[config.mk]
export PLATFORM = sky130hd
export DESIGN_NAME = tone_player
export DESIGN_NICKNAME = d
export VERILOG_FILES = /design/src/rtl/tone_player.sv
export SDC_FILE = /design/constraint.sdc
export NUM_CORES = 1
export LEC_CHECK = 0
export BUFFER_PORTS_ARGS = -buffer_cell sky130_fd_sc_hd__buf_2
export CAP_MARGIN = 10
export CORE_MARGIN = 2
export CORE_UTILIZATION = 39
export CTS_BUF_LIST = sky130_fd_sc_hd__clkbuf_8
export CTS_CLUSTER_SIZE = 14
export DETAILED_ROUTE_END_ITERATION = 7
export PLACE_DENSITY = 0.65
export SKIP_CTS_REPAIR_TIMING = 1
export SYNTH_ARGS = -nofsm -noshare
export SYNTH_HDL_FRONTEND = slang
export SYNTH_SLANG_ARGS = --single-unit
[constraint.sdc]
create_clock -name clk -period 7.7 [get_ports clk]
set_input_delay 1.54 -clock clk [delete_from_list [all_inputs] [get_ports clk]]
set_output_delay 1.54 -clock clk [all_outputs]
set_load 0.02 [all_outputs]
[src/rtl/tone_player.sv]
// tone_player: plays one note at a time as a square wave on a speaker pin.
//
// A note is accepted from an upstream sequencer with a valid/ready handshake.
// It plays for note_beats beats (0 encodes 16). Then a silent articulation gap
// follows before the next note can be accepted.
//
// Optional feature: define TONE_PLAYER_DUTY_EN to add the duty[1:0] input. With
// it, the high time becomes period >> duty (50/25/12.5/6.25%), with a minimum of
// one cycle for a nonzero period.
//
// Parameters:
//   CYCLES_PER_BEAT  clk cycles per beat (1..2^32-1)
//   GAP_CYCLES       silent cycles after each note (0..2^32-1)
// Ports:
//   clk          system clock
//   rst_n        asynchronous active-low reset
//   note_valid   upstream presents a note
//   note_ready   block accepts a note this cycle (IDLE and not in reset)
//   note_period  half-period in clk cycles, 0 = rest
//   note_beats   duration in beats, 0 = 16
//   duty         (TONE_PLAYER_DUTY_EN only) duty-cycle select
//   speaker      registered square-wave drive
//   busy         high whenever not IDLE
//   beat_tick    one-cycle pulse on the last PLAY cycle of each beat
module tone_player #(
  parameter int unsigned CYCLES_PER_BEAT = 32'd31250000,
  parameter int unsigned GAP_CYCLES      = 32'd500000
) (
  input  logic        clk,
  input  logic        rst_n,
  input  logic        note_valid,
  output logic        note_ready,
  input  logic [19:0] note_period,
  input  logic [3:0]  note_beats,
`ifdef TONE_PLAYER_DUTY_EN
  input  logic [1:0]  duty,
`endif
  output logic        speaker,
  output logic        busy,
  output logic        beat_tick
);

  typedef enum logic [1:0] {StIdle, StPlay, StGap} state_e;

  state_e      state_q;
  logic [19:0] period_q;
  logic [4:0]  beats_q;      // beats remaining, including the current one
  logic [20:0] phase_q;
  logic [31:0] beat_cnt_q;
  logic [31:0] gap_cnt_q;
  logic        speaker_q;
  logic        beat_tick_q;
`ifdef TONE_PLAYER_DUTY_EN
  logic [1:0]  duty_q;
`endif

  logic        accept;
  logic [19:0] in_high_len;  // high length of the note being offered
  logic [19:0] cur_high_len; // high length of the note being played
  logic        last_beat_cycle;
  logic        note_done;
  logic        gap_done;
  logic [31:0] beat_cnt_nxt;
  logic [20:0] phase_wrap;
  logic [20:0] phase_nxt;

  // Reset gates ready so the handshake is dead while rst_n is held low.
  assign note_ready = (state_q == StIdle) && rst_n;
  assign busy       = (state_q != StIdle);
  assign speaker    = speaker_q;
  assign beat_tick  = beat_tick_q;
  assign accept     = note_valid && note_ready;

  always_comb begin
    in_high_len  = note_period;
    cur_high_len = period_q;
`ifdef TONE_PLAYER_DUTY_EN
    in_high_len  = note_period >> duty;
    cur_high_len = period_q >> duty_q;
    if (note_period != 20'd0 && in_high_len == 20'd0) in_high_len = 20'd1;
    if (period_q != 20'd0 && cur_high_len == 20'd0) cur_high_len = 20'd1;
`endif
  end

  always_comb begin
    last_beat_cycle = (beat_cnt_q == 32'(CYCLES_PER_BEAT - 32'd1));
    beat_cnt_nxt    = last_beat_cycle ? 32'd0 : beat_cnt_q + 32'd1;
    note_done       = last_beat_cycle && (beats_q == 5'd1);
    gap_done        = (gap_cnt_q == 32'(GAP_CYCLES - 32'd1));
    phase_wrap      = {period_q, 1'b0} - 21'd1;
    // A rest keeps the phase parked at zero; the speaker stays low regardless.
    phase_nxt       = (period_q == 20'd0 || phase_q == phase_wrap) ? 21'd0 : phase_q + 21'd1;
  end

  always_ff @(posedge clk or negedge rst_n) begin
    if (!rst_n) begin
      state_q     <= StIdle;
      period_q    <= 20'd0;
      beats_q     <= 5'd0;
      phase_q     <= 21'd0;
      beat_cnt_q  <= 32'd0;
      gap_cnt_q   <= 32'd0;
      speaker_q   <= 1'b0;
      beat_tick_q <= 1'b0;
`ifdef TONE_PLAYER_DUTY_EN
      duty_q      <= 2'd0;
`endif
    end else begin
      unique case (state_q)
        StIdle: begin
          if (accept) begin
            state_q     <= StPlay;
            period_q    <= note_period;
            beats_q     <= (note_beats == 4'd0) ? 5'd16 : {1'b0, note_beats};
`ifdef TONE_PLAYER_DUTY_EN
            duty_q      <= duty;
`endif
            phase_q     <= 21'd0;
            beat_cnt_q  <= 32'd0;
            // Outputs are registered, so the first PLAY cycle is decided here.
            speaker_q   <= (in_high_len != 20'd0);
            beat_tick_q <= (CYCLES_PER_BEAT == 32'd1);
          end
        end
        StPlay: begin
          if (note_done) begin
            state_q     <= (GAP_CYCLES == 32'd0) ? StIdle : StGap;
            beats_q     <= 5'd0;
            phase_q     <= 21'd0;
            beat_cnt_q  <= 32'd0;
            gap_cnt_q   <= 32'd0;
            speaker_q   <= 1'b0;
            beat_tick_q <= 1'b0;
          end else begin
            phase_q     <= phase_nxt;
            beat_cnt_q  <= beat_cnt_nxt;
            speaker_q   <= (phase_nxt < {1'b0, cur_high_len});
            beat_tick_q <= (beat_cnt_nxt == 32'(CYCLES_PER_BEAT - 32'd1));
            if (last_beat_cycle) beats_q <= beats_q - 5'd1;
          end
        end
        StGap: begin
          if (gap_done) begin
            state_q   <= StIdle;
            gap_cnt_q <= 32'd0;
          end else begin
            gap_cnt_q <= gap_cnt_q + 32'd1;
          end
        end
        default: state_q <= StIdle;
      endcase
    end
  end

endmodule

==> impl_metrics.csv, run 1 <==
group,metric,value,unit
hold_path,min_path_cells,1,
setup_path,rrSetupSlack,3.12,ns
layout,mostFrequentLayoutCells,"sky130_fd_sc_hd__nand2_1 (116), sky130_fd_sc_hd__dfrtp_1 (114), sky130_fd_sc_hd__o21ai_0 (105), sky130_fd_sc_hd__nor2_1 (78), sky130_fd_sc_hd__nand3_1 (45)",
drt,detail_route.wirelength,19900,µm
synth,netlist-cell-type-count,62,
power,share_comb_of_total_power,0.017,
drt,routedWlPerCell,15.9,µm
synth,synth_enable_flop_cells,0,
sta,clock_skew,0.0143,ns
global_route,pin_count_of_the_biggest_net_entering_global_routing,47,
synth,synth_sequential_area_ratio,0.363,
floorplan,die-area,21300,µm²
synth,synth_area,7850,µm²
global_route,grt_first_pass_wirelength,33400,µm
placed_design,hpwl,13900,µm
setup_path,worst-endpoint-arrival,4.96,ns
layout,most_common_cell_after_layout_fill_and_taps_aside,"sky130_fd_sc_hd__nand2_1",
drt,routed_via_density,5.72,
drt,detail_route.wirelength.met1,9810,µm
drt,initialDrtViolationCount,471,
hold_path,whs_endpoint,"gap_cnt_q[31]",
power,total_power,1.30,mW
setup_path,critPathMaxFanout,31,
clock_network,cts_max_level,4,
drt,wl_met2,8910,µm
global_route,grt_antenna_before_repair,0,
global_route,via_count_of_the_first_global_routing_pass,6621,
sta,setup-violations-final,0,
setup_path,r2r_cells,18,
sta,worst_pin_slew,1.05,ns
synth,average_size_of_a_mapped_cell,8.06,µm²
clock_network,clk_pin_slew_worst_paths,0.07,ns
drt,drt_pass1_iterations,6,
sta,final.setup.tns,0,ns
clock_network,cts.sink_count,114,
synth,synth.yosys.warnings,0,
layout,antenna_cells_inserted,0,
power,power.static_leakage,3.66,nW
drt,met3_wl,835,µm
hold_path,hp-start,"gap_cnt_q[31]",
layout,seq_area,2850,µm²
sta,timing.slew.headroom,0.303,
floorplan,die_y,146,µm
sta,min_period_over_period,0.595,
drt,drt_drc_violations_left,0,
setup_path,critPathCaptureType,"flip-flop",
synth,ys_async_sr_fraction,1.00,
power,share_seq_of_total_power,0.461,
power,total_switching_power,0.289,mW
setup_path,timing.critical_path.required,8.07,ns
sta,hold_viol,0,
setup_path,worst_setup_start_kind,"flip-flop",
sta,report.final.slew_viol_count,0,
clock_network,clock_tree.buffer_depth,2,
setup_path,r2r_start,"cur_high_len[0]",
placed_design,port_buffers,30,
sta,maxClockFrequency,0.218,GHz
layout,multi_input_comb_area,4630,µm²
layout,fillers,1968,
layout,nets,1028,
synth,syn_nets,1027,
layout,area_growth_syn_to_layout,10.2,%
clock_network,cts_bufs_inserted,17,
global_route,gr_util_all_layers,0.190,
power,power.switching_fraction,0.223,
hold_path,hp-class,"reg -> reg",
clock_network,tritoncts_clock_tree,"built",
floorplan,die_width,146,µm
clock_network,root_buffer,"sky130_fd_sc_hd__clkbuf_8",
placed_design,gp_congestion,0.923,
drt,routed.top_layer,"met4",
floorplan,initial_utilization,0.401,
setup_path,path_class,"reg -> reg",
status,run_status,"finished, final reports clean",
synth,ys_dominant_reg_cell,"sky130_fd_sc_hd__dfrtp_1",
power,power.ir.vdd_worst,0.103,mV
layout,postLayoutCoreUtil,0.442,
synth,syn-instance-count,974,
clock_network,worstSkewPairLatency,0.46,ns
drt,ant_nets,0,
job,drv.max_cap_violation_count,0,
global_route,gr-total-overflow,0,
floorplan,rows,51,
floorplan,ioPinCount,31,
power,power_density,150,nW/µm²
setup_path,r2r_end,"speaker",
power,clkPwrFrac,0.522,
floorplan,floorplan.core_area,19600,µm²
drt,via_count,7170,
sta,post_layout_minimum_cycle_time,4.58,ns
power,p_int,1.01,mW
sta,unrepaired_setup_endpoints_after_global_routing,"false",
layout,drive_above_1_share,0.101,
synth,number_of_flip_flops_and_latches_in_the_synthesized_netlist,114,
==> cell families after synthesis <==
logic type | Yosys count | synth area share
AO/OA/AOI/OAI | 265 | 0.211
XOR/XNOR | 45 | 0.0502
flip-flops | 114 | 0.363
adder cells (fa/ha/maj) | 26 | 0.0414
multiplexers | 3 | 0.00414
buffers and inverters | 95 | 0.0497
AND/OR/NAND/NOR | 426 | 0.280
==> worst max-delay path by stage <==
stage               to  slack, ns  cells past startpoint             from
3_3_place_gp   speaker       3.33                     16  cur_high_len[4]
4_1_cts        speaker       3.21                     16  cur_high_len[8]
5_1_grt        speaker       2.75                     18  cur_high_len[0]
6_report       speaker       3.12                     18  cur_high_len[0]
2_1_floorplan  speaker       3.73                     20  cur_high_len[0]
3_5_place_dp   speaker       3.23                     16  cur_high_len[8]
==> synthesized netlist by cell type, types with 6 or more instances <==
cell                       count  area share
sky130_fd_sc_hd__a221o_1      14       0.018
sky130_fd_sc_hd__dfrtp_1     114        0.36
sky130_fd_sc_hd__nor3b_1       6      0.0057
sky130_fd_sc_hd__or3_1         6      0.0048
sky130_fd_sc_hd__and3_1       24       0.019
sky130_fd_sc_hd__or4_1         6      0.0057
sky130_fd_sc_hd__nor2b_1      10      0.0080
sky130_fd_sc_hd__nand2_1     116       0.055
sky130_fd_sc_hd__ha_1         26       0.041
sky130_fd_sc_hd__a31oi_1      16       0.013
sky130_fd_sc_hd__nand2b_1      6      0.0048
sky130_fd_sc_hd__o21ai_0     105       0.067
sky130_fd_sc_hd__a22o_1       11       0.012
sky130_fd_sc_hd__nor4_1       21       0.017
sky130_fd_sc_hd__nand4_1      22       0.018
sky130_fd_sc_hd__xor2_1       21       0.023
sky130_fd_sc_hd__xnor2_1      24       0.027
sky130_fd_sc_hd__inv_1        34       0.016
sky130_fd_sc_hd__or2_2        10      0.0080
sky130_fd_sc_hd__and2_1        8      0.0064
sky130_fd_sc_hd__a21o_1       10      0.0096
sky130_fd_sc_hd__nand3_1      45       0.029
sky130_fd_sc_hd__nor2_1       79       0.038
sky130_fd_sc_hd__o21ai_1       6      0.0038
sky130_fd_sc_hd__clkbuf_1     49       0.023
sky130_fd_sc_hd__nor3_1       35       0.022
sky130_fd_sc_hd__a21oi_1      41       0.026
sky130_fd_sc_hd__o31ai_1      36       0.034
sky130_fd_sc_hd__nor4b_1       6      0.0067
==> power groups by stage <==
stage | logic, mW | clock network, mW | registers [mW]
floorplan | 0.000728 | 0 | 0.610
global placement | 0.0228 | 0 | 0.610
detailed placement | 0.0232 | 0 | 0.610
CTS | 0.0233 | 0.689 | 0.598
global route | 0.0260 | 0.713 | 0.598
finish | 0.0219 | 0.677 | 0.598
==> registers in the layout, indices dropped and copies added (netlist names) <==
signal and cells:
beats_q 5, cur_high_len 20, beat_tick 1, gap_cnt_q 32, phase_q 21, beat_cnt_q 32, speaker 1, state_q 2
==> cell type report <==
type / instances / area share
sequential: 114 / 0.330
clock buffer: 19 / 0.0302
inverter: 35 / 0.0152
timing repair buffer: 42 / 0.0280
clock inverter: 13 / 0.0239
multi-input combinational: 765 / 0.535
tap: 265 / 0.0383
==> critical path, stage by stage (launching register included) <==
cell and delay, ns:
sky130_fd_sc_hd__dfrtp_1 0.45, sky130_fd_sc_hd__inv_1 0.12, sky130_fd_sc_hd__ha_1 0.27, sky130_fd_sc_hd__nor3b_1 0.48
sky130_fd_sc_hd__nand4b_1 0.19, sky130_fd_sc_hd__xnor2_1 0.19, sky130_fd_sc_hd__a2111oi_2 0.35, sky130_fd_sc_hd__nand3_1 0.17
sky130_fd_sc_hd__o21ai_2 0.35, sky130_fd_sc_hd__buf_4 0.39, sky130_fd_sc_hd__nor2_1 0.09, sky130_fd_sc_hd__ha_1 0.30
sky130_fd_sc_hd__a21o_1 0.18, sky130_fd_sc_hd__a21o_1 0.17, sky130_fd_sc_hd__a21oi_1 0.13, sky130_fd_sc_hd__nor2_1 0.05
sky130_fd_sc_hd__a2111oi_0 0.39, sky130_fd_sc_hd__nand2_1 0.10, sky130_fd_sc_hd__o22ai_1 0.11
==> layer usage <==
layer  GRT usage  vias up
met2       0.291      155
met4      0.0686        0
li1            -     3564
met3      0.0301       29
met1       0.273     3422
met5           0        -
==> through the flow <==
stage                     setup WS, ns  instance area (µm²)  hold WS [ns]  instances
after detailed placement          3.23                 8190         0.467       1221
after global routing              2.75                 8650         0.524       1253
after floorplan                   3.73                 7850         0.444        974
final                             3.12                 8650         0.481       1253
after global placement            3.33                 8190         0.472       1221
after CTS                         3.21                 8650         0.483       1253
Power figures use the tool's default switching activity.
==> run 2, diff against run 1 <==
--- a/config.mk
+++ b/config.mk
@@ -5,6 +5,7 @@
 export SDC_FILE = /design/constraint.sdc
 export NUM_CORES = 1
 export LEC_CHECK = 0
+export ABC_AREA = 1
 export BUFFER_PORTS_ARGS = -buffer_cell sky130_fd_sc_hd__buf_2
 export CAP_MARGIN = 10
 export CORE_MARGIN = 2
==> constraint.sdc (replaced) <==
create_clock -name clk -period 4.8 [get_ports clk]
set_input_delay 0.96 -clock clk [delete_from_list [all_inputs] [get_ports clk]]
set_output_delay 0.96 -clock clk [all_outputs]
set_load 0.02 [all_outputs]
==> run 2 against run 1 <==
Effect of this change: die area increased by 3.4%; worst hold slack better by 0.0026 ns; core utilization shrank 0.26 points; first-iteration DRC count increased by 12%; via count grew 6.1%; routed wire length rose by 8.3%; total power grew 50%; register-to-register slack lost 1.7 ns; clock skew is 0.0080 ns higher.
==> impl_metrics.csv, run 2 <==
group,metric,value,unit
drt,drt_pass1_iterations,5,
sta,timing.slew.headroom,0.348,
floorplan,rows,52,
power,power.ir.vdd_worst,0.162,mV
placed_design,gp_congestion,0.927,
synth,synth_area_in_xor_xnor,0.0593,
clock_network,root_buffer,"sky130_fd_sc_hd__clkbuf_8",
power,power.static_leakage,3.99,nW
layout,postLayoutCoreUtil,0.439,
synth,netlist-cell-type-count,44,
clock_network,clk_pin_slew_worst_paths,0.08,ns
clock_network,clock_tree.buffer_depth,2,
synth,average_size_of_a_mapped_cell,7.09,µm²
power,power_density,217,nW/µm²
drt,routedWlPerCell,14.8,µm
global_route,grt_antenna_before_repair,0,
clock_network,cts_max_level,4,
floorplan,floorplan.core_area,20400,µm²
floorplan,ioPinCount,31,
synth,syn-instance-count,1146,
setup_path,worst_setup_start_kind,"flip-flop",
placed_design,hpwl,16500,µm
synth,ys_dominant_reg_cell,"sky130_fd_sc_hd__dfrtp_1",
global_route,grt_busiest_layer,"met2",
drt,detail_route.wirelength,21600,µm
layout,drive_above_1_share,0.106,
sta,report.final.slew_viol_count,0,
clock_network,tritoncts_clock_tree,"built",
synth,synth_area,8130,µm²
placed_design,port_buffers,30,
global_route,grt_use_met2,0.322,
synth,synth_sequential_area_ratio,0.351,
status,run_status,"finished, final reports clean",
sta,final.setup.tns,0,ns
power,total_power,1.94,mW
floorplan,die_y,148,µm
floorplan,initial_utilization,0.399,
synth,synth-adder-area-share,0.0400,
floorplan,die_width,148,µm
clock_network,cts.sink_count,114,
synth,syn_nets,1199,
drt,drt_drc_violations_left,0,
global_route,gr-usage-met1,0.285,
drt,initialDrtViolationCount,529,
sta,min_period_over_period,0.712,
setup_path,rrSetupSlack,1.38,ns
sta,worst_pin_slew,0.979,ns
synth,leading_cell_type_by_number_of_instances_after_synthesis,"sky130_fd_sc_hd__nand2_1",
sta,final.setup.worst_slack,1.38,ns
hold_path,hp-class,"in -> async",
clock_network,worstSkewPairLatency,0.46,ns
global_route,pin_count_of_the_biggest_net_entering_global_routing,79,
setup_path,path_class,"reg -> reg",
layout,nets,1233,
synth,synth_top_family_by_area,"simple AND/OR/NAND/NOR gates",
drt,ant_nets,0,
setup_path,critPathCaptureType,"flip-flop",
clock_network,cts_bufs_inserted,17,
synth,synth_simple_gate_area_frac,0.341,
synth,synth_area_leaders,"sky130_fd_sc_hd__dfrtp_1 (35%), sky130_fd_sc_hd__nand2_1 (10%), sky130_fd_sc_hd__inv_1 (8.2%), sky130_fd_sc_hd__nor2_1 (6.9%), sky130_fd_sc_hd__xor2_1 (5.1%)",
drt,via_count,7608,
global_route,gr-usage-met3,0.0408,
layout,most_common_cell_after_layout_fill_and_taps_aside,"sky130_fd_sc_hd__nand2_1",
layout,fillers,2084,
setup_path,critPathMaxFanout,11,
synth,largest_area_contributor_in_the_synthesized_netlist,"sky130_fd_sc_hd__dfrtp_1",
synth,ys_async_sr_fraction,1.00,
synth,synth_mux_area_frac,0,
global_route,gr-total-overflow,0,
sta,maxClockFrequency,0.293,GHz
layout,antenna_cells_inserted,0,
synth,synth_common_cells,"sky130_fd_sc_hd__nand2_1 (222), sky130_fd_sc_hd__inv_1 (177), sky130_fd_sc_hd__nor2_1 (150), sky130_fd_sc_hd__dfrtp_1 (114), sky130_fd_sc_hd__nand3_1 (58)",
setup_path,timing.critical_path.required,5.19,ns
layout,area_growth_syn_to_layout,10.0,%
sta,clock_skew,0.0223,ns
sta,unrepaired_setup_endpoints_after_global_routing,"false",
drt,routed_via_density,5.20,
global_route,gr_util_all_layers,0.205,
floorplan,die-area,22000,µm²
synth,yosys.area.top_type_share,0.351,
synth,synth.yosys.warnings,0,
placed_design,dp_slack,1.41,ns
sta,post_layout_minimum_cycle_time,3.42,ns
setup_path,worst-endpoint-arrival,3.81,ns
synth,synth_enable_flop_cells,0,
job,drv.max_cap_violation_count,0,
global_route,via_count_of_the_first_global_routing_pass,7269,
layout,mostFrequentLayoutCells,"sky130_fd_sc_hd__nand2_1 (222), sky130_fd_sc_hd__inv_1 (177), sky130_fd_sc_hd__nor2_1 (150), sky130_fd_sc_hd__dfrtp_1 (114), sky130_fd_sc_hd__nand3_1 (58)",
sta,hold_viol,0,
layout,reg_top3,"beat_cnt_q x32, gap_cnt_q x32, phase_q x21",
global_route,grt_first_pass_wirelength,36000,µm
synth,synth-compound-area-share,0.113,
sta,setup-violations-final,0,
synth,number_of_flip_flops_and_latches_in_the_synthesized_netlist,114,
## run 2: per-layer routing
| metal | share of wire | vias to the layer above | routed length, µm |
|---|---|---|---|
| li1 | - | 3864 | - |
| met1 | 0.48 | 3517 | 10500 |
| met2 | 0.45 | 198 | 9620 |
| met3 | 0.051 | 29 | 1100 |
| met4 | 0.018 | 0 | 397 |
| met5 | 0 | - | 0 |
## run 2: logic make-up (layout without fill, tap and decap cells)
family | Yosys count | count (layout)
AOI/OAI and AO/OA | 163 | 163
and+or+nand+nor | 586 | 586
xor gates and xnor gates | 55 | 55
adders and majority gates | 26 | 26
DFF | 114 | 114
buffers and inverters | 202 | 248
## run 2: where the power goes
group | switching (mW) | internal (mW) | leakage (nW)
registers | 0.0102 | 0.967 | 1.45
logic | 0.0546 | 0.0252 | 2.36
clock network | 0.437 | 0.449 | 0.184
## run 2: path summary, 6_finish.rpt
path                            depth (start not counted)               end             from
worst max-delay path                                   23           speaker  cur_high_len[0]
worst min-delay path                                    1     gap_cnt_q[13]            rst_n
worst max register to register                         23           speaker  cur_high_len[0]
worst min register to register                          2     gap_cnt_q[31]    gap_cnt_q[31]
max in group asynchronous                               2  cur_high_len[19]            rst_n
min in group clk                                        2     gap_cnt_q[31]    gap_cnt_q[31]
## run 2: per-stage QoR
stage	cell area, µm²	hold WS, ns	std cells
finish	8940	0.483	1462
global route	8940	0.501	1462
CTS	8940	0.478	1462
detailed placement	8560	0.523	1431
global placement	8560	0.514	1431
floorplan	8130	0.489	1146
## run 2: critical path, stage by stage, from the launching register on
cell	delay [ns]
sky130_fd_sc_hd__dfrtp_1	0.40
sky130_fd_sc_hd__inv_1	0.16
sky130_fd_sc_hd__ha_1	0.27
sky130_fd_sc_hd__nand2_1	0.11
sky130_fd_sc_hd__nor2_1	0.21
sky130_fd_sc_hd__o21ai_0	0.13
sky130_fd_sc_hd__nand2_1	0.07
sky130_fd_sc_hd__nand2_1	0.06
sky130_fd_sc_hd__nor2_1	0.10
sky130_fd_sc_hd__nand3_1	0.08
sky130_fd_sc_hd__nor2_1	0.09
sky130_fd_sc_hd__nand3_1	0.11
sky130_fd_sc_hd__nand2_2	0.17
sky130_fd_sc_hd__inv_2	0.15
sky130_fd_sc_hd__nand2_1	0.11
sky130_fd_sc_hd__inv_1	0.04
sky130_fd_sc_hd__ha_1	0.28
sky130_fd_sc_hd__a21oi_1	0.13
sky130_fd_sc_hd__nor2_1	0.05
sky130_fd_sc_hd__nor3_1	0.19
sky130_fd_sc_hd__o211ai_1	0.14
sky130_fd_sc_hd__nor2_1	0.12
sky130_fd_sc_hd__nand2_1	0.07
sky130_fd_sc_hd__a21oi_2	0.11
## run 2: layout make-up
cell class	instances	area, µm²	share of cell area
well taps	270	338	0.0378
repair buffers	35	190	0.0213
inverters	182	684	0.0765
flip-flops and latches	114	2850	0.319
multi-input cells	830	4500	0.503
clock buffers	20	275	0.0308
clock inverters	11	105	0.0118
==> run 3, diff against run 2 <==
--- a/config.mk
+++ b/config.mk
@@ -13,7 +13,7 @@
 export CTS_BUF_LIST = sky130_fd_sc_hd__clkbuf_8
 export CTS_CLUSTER_SIZE = 14
 export DETAILED_ROUTE_END_ITERATION = 7
-export PLACE_DENSITY = 0.65
+export PLACE_DENSITY = 0.67
 export SKIP_CTS_REPAIR_TIMING = 1
 export SYNTH_ARGS = -nofsm -noshare
 export SYNTH_HDL_FRONTEND = slang
==> constraint.sdc (replaced) <==
create_clock -name clk -period 2.8 [get_ports clk]
set_input_delay 0.56 -clock clk [delete_from_list [all_inputs] [get_ports clk]]
set_output_delay 0.56 -clock clk [all_outputs]
set_load 0.02 [all_outputs]
==> run 3 against run 2 <==
Effect of this change: the run now ends with negative setup slack left; cell area is 11% higher; global-route usage is 0.91 points higher; total power is 86% higher; sequential cell count stayed put; routed wire length is 4.9% higher; sequential share of layout area is 3.2 points lower; non-clock buffer count is 107 higher; worst setup slack worse by 1.5 ns; sequential power is 71% higher; via count is 5.0% higher; cell count is 7.4% higher; die area stayed put; largest cell class unchanged.
==> impl_metrics.csv, run 3 (synthesis results as in run 2) <==
group,metric,value,unit
status,run_status,"finished, violations left",
status,violations,"negative setup slack",
global_route,gr-total-overflow,0,
floorplan,floorplan.core_area,20400,µm²
clock_network,clock_tree.buffer_depth,2,
global_route,grt_first_pass_wirelength,37700,µm
drt,routed_via_density,5.09,
clock_network,root_buffer,"sky130_fd_sc_hd__clkbuf_8",
floorplan,die-area,22000,µm²
sta,final.setup.worst_slack,-0.159,ns
setup_path,rrSetupSlack,-0.16,ns
layout,area_growth_syn_to_layout,22.3,%
placed_design,dp_slack,-0.174,ns
layout,nets,1340,
clock_network,cts_max_level,4,
sta,unrepaired_setup_endpoints_after_global_routing,"true",
job,drv.max_cap_violation_count,0,
global_route,via_count_of_the_first_global_routing_pass,7833,
drt,routedWlPerCell,14.4,µm
setup_path,r2r_cells,23,
setup_path,r2r_start,"cur_high_len[0]",
power,power.ir.vdd_worst,0.263,mV
power,power_density,364,nW/µm²
placed_design,gp_congestion,0.919,
power,total_power,3.62,mW
setup_path,critPathMaxFanout,9,
setup_path,r2r_end,"speaker",
power,power.static_leakage,4.59,nW
sta,report.final.slew_viol_count,0,
drt,detail_route.wirelength,22600,µm
placed_design,post_dp_cell_area,9380,µm²
drt,drt_pass1_iterations,5,
drt,ant_nets,0,
drt,initialDrtViolationCount,514,
floorplan,rows,52,
layout,final_design_area_no_fill,9950,µm²
drt,via_count,7990,
drt,drt_drc_violations_left,0,
layout,drive_above_1_share,0.196,
sta,final.setup.tns,-0.159,ns
layout,antenna_cells_inserted,0,
sta,post_layout_minimum_cycle_time,2.96,ns
global_route,gr_util_all_layers,0.214,
floorplan,ioPinCount,31,
hold_path,hp-class,"in -> async",
sta,clock_skew,0.0192,ns
layout,postLayoutCoreUtil,0.488,
sta,worst_pin_slew,0.655,ns
sta,hold_viol,0,
sta,setup-violations-final,1,
floorplan,die_width,148,µm
clock_network,cts_bufs_inserted,17,
setup_path,worst-endpoint-arrival,3.35,ns
sta,maxClockFrequency,0.338,GHz
setup_path,path_class,"reg -> reg",
sta,min_period_over_period,1.06,
setup_path,critPathCaptureType,"flip-flop",
placed_design,port_buffers,30,
floorplan,die_y,148,µm
clock_network,clk_pin_slew_worst_paths,0.08,ns
layout,fillers,1986,
clock_network,tritoncts_clock_tree,"built",
sta,timing.slew.headroom,0.563,
global_route,pin_count_of_the_biggest_net_entering_global_routing,115,
clock_network,cts.sink_count,114,
layout,mostFrequentLayoutCells,"sky130_fd_sc_hd__nand2_1 (218), sky130_fd_sc_hd__inv_1 (176), sky130_fd_sc_hd__nor2_1 (142), sky130_fd_sc_hd__dfrtp_1 (113), sky130_fd_sc_hd__buf_4 (111)",
placed_design,hpwl,17300,µm
setup_path,worst_setup_start_kind,"flip-flop",
floorplan,initial_utilization,0.399,
setup_path,timing.critical_path.required,3.19,ns
layout,most_common_cell_after_layout_fill_and_taps_aside,"sky130_fd_sc_hd__nand2_1",
layout,reg_top3,"beat_cnt_q x32, gap_cnt_q x32, phase_q x21",
global_route,grt_antenna_before_repair,0,
clock_network,worstSkewPairLatency,0.46,ns
run 3: changes by cell type in the layout (fill, tap and decap cells not counted), moves of 2 or more:
cell | before | now
sky130_fd_sc_hd__buf_4 | 6 | 111
sky130_fd_sc_hd__bufinv_16 | 1 | 4
sky130_fd_sc_hd__ha_1 | 26 | 24
sky130_fd_sc_hd__ha_4 | 0 | 2
sky130_fd_sc_hd__nand2_1 | 222 | 218
sky130_fd_sc_hd__nand2_4 | 1 | 4
sky130_fd_sc_hd__nor2_1 | 150 | 142
sky130_fd_sc_hd__nor2_2 | 11 | 15
sky130_fd_sc_hd__nor2_4 | 5 | 9
sky130_fd_sc_hd__nor3_1 | 35 | 33
sky130_fd_sc_hd__nor3_2 | 9 | 11
run 3: worst max-delay path by stage:
| stage | startpoint | to | depth (start not counted) |
|---|---|---|---|
| floorplan | cur_high_len[0] | speaker | 24 |
| global placement | cur_high_len[3] | speaker | 22 |
| detailed placement | cur_high_len[4] | speaker | 22 |
| CTS | cur_high_len[4] | speaker | 22 |
| global route | cur_high_len[0] | speaker | 23 |
| finish | cur_high_len[0] | speaker | 23 |
run 3: through the flow:
step	hold WS (ns)	std cells
finish	0.207	1570
global route	0.259	1570
CTS	0.284	1567
detailed placement	0.464	1535
global placement	0.462	1535
floorplan	0.264	1146
run 3: critical path, cell delays in order, from the launching register on:
cell,delay (ns)
sky130_fd_sc_hd__dfrtp_1,0.39
sky130_fd_sc_hd__inv_2,0.10
sky130_fd_sc_hd__ha_4,0.17
sky130_fd_sc_hd__nand2_4,0.08
sky130_fd_sc_hd__nor2_4,0.16
sky130_fd_sc_hd__buf_4,0.13
sky130_fd_sc_hd__nand3_1,0.05
sky130_fd_sc_hd__nand2_1,0.09
sky130_fd_sc_hd__nand4_1,0.08
sky130_fd_sc_hd__nor2_1,0.11
sky130_fd_sc_hd__nand3_1,0.13
sky130_fd_sc_hd__nand2_2,0.12
sky130_fd_sc_hd__inv_4,0.09
sky130_fd_sc_hd__buf_4,0.16
sky130_fd_sc_hd__nand3_2,0.06
sky130_fd_sc_hd__inv_1,0.04
sky130_fd_sc_hd__ha_1,0.29
sky130_fd_sc_hd__nand2_1,0.08
sky130_fd_sc_hd__nor2_1,0.05
sky130_fd_sc_hd__a211oi_1,0.17
sky130_fd_sc_hd__nand2_1,0.10
sky130_fd_sc_hd__nand2_1,0.07
sky130_fd_sc_hd__nand2_1,0.06
sky130_fd_sc_hd__a21oi_2,0.11
run 3: report_power, final:
group / leakage, nW / switching, mW / internal, mW / total (mW)
Combinational: 2.92 / 0.108 / 0.0746 / 0.183
Clock: 0.220 / 0.749 / 1.02 / 1.77
Sequential: 1.45 / 0.0144 / 1.66 / 1.67
Total: 4.59 / 0.871 / 2.75 / 3.62
run 3: final cells by class:
class                           count  area (µm²)  share of cell area
Inverter                          182         687              0.0691
Multi-Input combinational cell    830        4610               0.464
Clock buffer                       19         262              0.0263
Sequential cell                   114        2850               0.287
Clock inverter                     13         183              0.0184
Timing Repair Buffer              142        1010               0.102
Tap cell                          270         338              0.0340
run 3: routing by layer:
metal / part of all wire / wire [µm] / track usage
met3: 0.045 / 1020 / 0.0368
met2: 0.45 / 10200 / 0.345
met4: 0.020 / 453 / 0.0714
met5: 0 / 0 / 0
met1: 0.48 / 10900 / 0.293
